File: config.mk
export PLATFORM = sky130hd
export DESIGN_NAME = input_debouncer
export DESIGN_NICKNAME = d
export VERILOG_FILES = /design/src/rtl/input_debouncer.sv
export SDC_FILE = /design/constraint.sdc
export NUM_CORES = 1
export LEC_CHECK = 0
export ABC_AREA = 1
export BUFFER_PORTS_ARGS = -buffer_cell sky130_fd_sc_hd__buf_2
export CAP_MARGIN = 10
export CORE_MARGIN = 3
export CORE_UTILIZATION = 40
export DETAILED_ROUTE_END_ITERATION = 8
export GPL_TIMING_DRIVEN = 0
export HOLD_SLACK_MARGIN = 0.05
export PLACE_DENSITY = 0.56
export SYNTH_ARGS = -nofsm -noshare
export SYNTH_HDL_FRONTEND = slang
export SYNTH_SLANG_ARGS = --single-unit
File: constraint.sdc
create_clock -name clk -period 1.4 [get_ports clk]
set_input_delay 0.07 -clock clk [delete_from_list [all_inputs] [get_ports clk]]
set_output_delay 0.07 -clock clk [all_outputs]
set_load 0.03 [all_outputs]
File: src/rtl/input_debouncer.sv
// Multi-channel push-button debouncer: two-flop synchronizer, per-channel stability counter, press/release pulses.
// Define INPUT_DEBOUNCER_TOGGLE_EN to add the per-channel btn_toggle output.
module input_debouncer #(
    parameter int NUM_BUTTONS     = 2,
    parameter int DEBOUNCE_CYCLES = 16
) (
    input  logic                   clk,
    input  logic                   rst,
    input  logic [NUM_BUTTONS-1:0] btn_raw,
    output logic [NUM_BUTTONS-1:0] btn_level,
    output logic [NUM_BUTTONS-1:0] btn_press,
    output logic [NUM_BUTTONS-1:0] btn_release
`ifdef INPUT_DEBOUNCER_TOGGLE_EN
    ,
    output logic [NUM_BUTTONS-1:0] btn_toggle
`endif
);

    localparam int CNT_W = (DEBOUNCE_CYCLES > 1) ? $clog2(DEBOUNCE_CYCLES) : 1;
    localparam logic [CNT_W-1:0] CNT_MAX = CNT_W'(DEBOUNCE_CYCLES - 1);

    // The counter saturates at CNT_MAX; acceptance happens there, so it never wraps.
    function automatic logic cnt_done(input logic [CNT_W-1:0] c);
        return (c == CNT_MAX);
    endfunction

    function automatic logic [CNT_W-1:0] cnt_inc(input logic [CNT_W-1:0] c);
        return (c == CNT_MAX) ? CNT_MAX : c + CNT_W'(1);
    endfunction

    for (genvar i = 0; i < NUM_BUTTONS; i++) begin : g_ch
        logic             s1;
        logic             s2;
        logic [CNT_W-1:0] cnt;
        logic             level_r;
        logic             press_r;
        logic             release_r;

        // Synchronizer stage; s2 is the only raw-derived signal used past this point.
        always_ff @(posedge clk) begin
            if (rst) begin
                s1 <= 1'b0;
                s2 <= 1'b0;
            end else begin
                s1 <= btn_raw[i];
                s2 <= s1;
            end
        end

        // Stability counter and level/pulse registers: any s2 sample matching the
        // current level aborts the count, so only an unbroken run is accepted.
        always_ff @(posedge clk) begin
            if (rst) begin
                cnt       <= '0;
                level_r   <= 1'b0;
                press_r   <= 1'b0;
                release_r <= 1'b0;
            end else begin
                press_r   <= 1'b0;
                release_r <= 1'b0;
                if (s2 == level_r) begin
                    cnt <= '0;
                end else if (cnt_done(cnt)) begin
                    cnt       <= '0;
                    level_r   <= s2;
                    press_r   <= s2;
                    release_r <= ~s2;
                end else begin
                    cnt <= cnt_inc(cnt);
                end
            end
        end

        assign btn_level[i]   = level_r;
        assign btn_press[i]   = press_r;
        assign btn_release[i] = release_r;

`ifdef INPUT_DEBOUNCER_TOGGLE_EN
        logic tog_r;

        // Toggle stage: flips on the edge after each press pulse.
        always_ff @(posedge clk) begin
            if (rst) begin
                tog_r <= 1'b0;
            end else begin
                tog_r <= tog_r ^ press_r;
            end
        end

        assign btn_toggle[i] = tog_r;
`endif
    end

endmodule

==> summary.md <==
| Metric | Value |
|---|---|
| Largest fanout on the critical path | 7 |
| Port-buffer cells | 9 |
| Post-synth top cells | 18 x dfxtp_1, 16 x nor2_1, 15 x inv_1 |
| Number of synthesized flops with an enable pin | 0 |
| Rel. slew slack | between 80% and 90% |
| Area grow syn2layout | 20.27% |
| Fill count | about 160 |
| Register area share after synthesis | 49.48% |
| Number of diodes | 0 |
| Storage element area | around 360 um2 |
| Cell count after placement | ~120 |
| Synth Register Bits | 18 |
| Final worst-path cycle share | 86.85% |
| Total negative slack | 0 ns |
| Ys flop type | dfxtp_1 |
| Clk slew on worst S/H paths | 0.10 ns |
| Power Density | 921.0 mW/mm2 |
| # rows | 14 |
| Gp weighted congestion | 0.6744 |
| Hold crit path type | reg2reg |
| Critical path's slowest cell | dlygate4sd3_1 |
| Die area | approximately 0.0024 mm2 |
| First-pass DRT Iterations | 4 |
| Clock skew | 0.001778 ns |
| Status | finished clean |
| Achievable Freq | between 800 and 900 MHz |
| Synth Area per Inst | 8.182 um2 |
| Final net count | ~110 |
| TritonCTS Buffers | 3 |
| Max-Cap Viols | 0 |
| Minimum clock period | around 1.2 ns |
| Synth warn | 0 |
| Postcts setup bufs | 0 |
| Max-slew violations | 0 |
| Share of cells above drive strength 1 | 23.58% |
| Slew @ Worst Pin | between 0.2 and 0.25 ns |
| Critical Path, Cell by Cell | dlygate4sd3_1 -> buf_2 -> nor2_1 -> dlygate4sd3_1 |
| Vias in the first global route | between 400 and 500 |
| Worst path most repeated cell | dlygate4sd3_1 |
| Via-to-Cell Ratio | 4.131 |
| Unrepaired setup endpoints after global routing | no |
| Die H | 48.67 um |
| Count leader, synth | dfxtp_1 |
| Busiest grt layer | met2 |
| # IOs | 10 |
| Total GRT Usage | 9.987% |
| Async set-reset flop share out of synthesis | 0% |
| CP Data Arrival Time | 1.39 ns |
| Die Wd | 48.67 um |
| Root buf cell | clkbuf_4 |
| Largest net degree at the start of global routing | 10 |
| WP buf/inv | 3 |
| Detail Route Antenna Nets | 0 |
| Max clock buf depth | 2 |
| Antenna violations before repair | 0 |
| Mapped Cells | 89 |
| Wirelength, routed | 1035 um |
| Starting Density | a little under half |
| Core Area | 0.001612 mm2 |
| CP max stage delay | around 0.55 ns |
| CP Capture Type | flop |
| Drt wl/cell | 7.962 um |
| Area occupied by multi-input gates | 262.8 um2 |
| 1st-iter DRT viols | 2 |
| CTS tree | yes |
| Total grt overflow | 0 |
| Peak supply drop | 527.7 uV |
| M2 GR Usage | 16.52% |
| Worst setup SP type | input pin |
| Via count | 537 |
| Non-filler instance count after layout | between 100 and 150 |
| H-tree lvl count | 1 |
| First-pass GRT wire length | around 1900 um |
| Sink Count | 18 |
| Hold Vio Cnt, Final | 0 |
| Crit-path leading delay family | buffers and inverters |
| DP HPWL | 763.5 um |
| Global-route met3 utilization | 2.761% |
| Synth top area share | 49.48% |
| Post-Syn Nets | 95 |
| CP required | around 1.6 ns |
| Post-synth top area cell | dfxtp_1 |
| Mapped Area | 728.2 um2 |
| Clk_lat worst skew | 0.28 ns |
| GRT met1 Usage | 11.49% |
| Drc violations | 0 |
| Lkg Pwr | 0.4177 nW |
| Final setup viols | 0 |
| Synth top area cells | dfxtp_1 49%, nor2_1 8.2%, inv_1 7.7%, nand2_1 6.7%, buf_4 6.2% |
| Crit Path Class | in2reg |
| Library cells used by synthesis | 15 |
cell type report:
type                            count  area share [%]
Multi-Input combinational cell     49           30.00
Clock buffer                        3           2.571
Buffer                              6           5.143
Sequential cell                    18           41.14
Inverter                           16           6.857
Tap cell                           24           3.429
Timing Repair Buffer               14           10.86
where the power goes:
group	internal (mW)	leakage (nW)	total, mW	switching [mW]
Clock	0.0998	0.0138	0.248	0.148
Sequential	0.519	0.146	0.523	0.00446
Combinational	0.0184	0.258	0.0352	0.0168
Total	0.637	0.418	0.807	0.170
logic make-up after synthesis:
kind of cell    after synthesis  share of synthesized area (%)
simple gates                 44                          29.04
flops                        18                          49.49
xor+xnor                      2                          2.406
compound gates                1                          1.203
fa+ha+maj                     2                          3.436
buf+inv                      22                          14.43
stage by stage:
| stage | util [%] | power [mW] | setup WS (ns) | area [um2] | hold WS (ns) |
|---|---|---|---|---|---|
| after global routing | 54.35 | 0.8423 | 0.1310 | 875.8 | 0.4270 |
| after floorplan | - | 0.5498 | 0.4144 | 728.2 | 0.1412 |
| after CTS | 54.35 | 0.8173 | 0.2039 | 875.8 | 0.4076 |
| after global placement | 49.84 | 0.5592 | 0.3261 | 803.3 | 0.2699 |
| final | 54.35 | 0.8066 | 0.1841 | 875.8 | 0.4101 |
| after detailed placement | 49.84 | 0.5601 | 0.3081 | 803.3 | 0.2870 |
path summary, 6_finish.rpt:
path / slack (ns) / depth (start not counted) / start / endpoint
max: 0.18 / 4 / rst / g_ch[1].s1$_SDFF_PP0_
max reg2reg: 0.31 / 6 / g_ch[0].cnt[0]$_SDFF_PP0_ / g_ch[0].level_r$_SDFFE_PP0P_
min: 0.41 / 2 / g_ch[0].s1$_SDFF_PP0_ / g_ch[0].s2$_SDFF_PP0_
min reg2reg: 0.41 / 2 / g_ch[0].s1$_SDFF_PP0_ / g_ch[0].s2$_SDFF_PP0_
per-layer routing:
layer	wire length (um)	up-vias
met5	0	-
met4	23	0
met3	40	4
met2	445	9
met1	524	220
li1	-	304
sequential cells by signal, summed over array words and instances, names as in the netlist:
signal          cells
g_ch.level_r        2
g_ch.release_r      2
g_ch.cnt            8
g_ch.press_r        2
g_ch.s2             2
g_ch.s1             2
tightest hold or removal path: stages (launching register included):
cell and delay (ns):
dfxtp_1 0.31, inv_1 0.04, nor2_1 0.03
cells in the final DEF (no fill, tap or decap), drive strengths merged:
cell          n
a21oi         1
buf          15
clkbuf        3
dfxtp        18
dlygate4sd3   5
ha            2
inv          16
nand2        15
nand3         6
nand4         6
nor2         17
xnor2         2
repair_timing:
item                                    in CTS  in global routing
endpoints found under the setup margin       0                  0
hold buffers                                 5                  0
gates resized for setup                      0                  0
endpoints found under the hold margin        4                  0
Note: power is estimated with default switching activity, not from simulation.
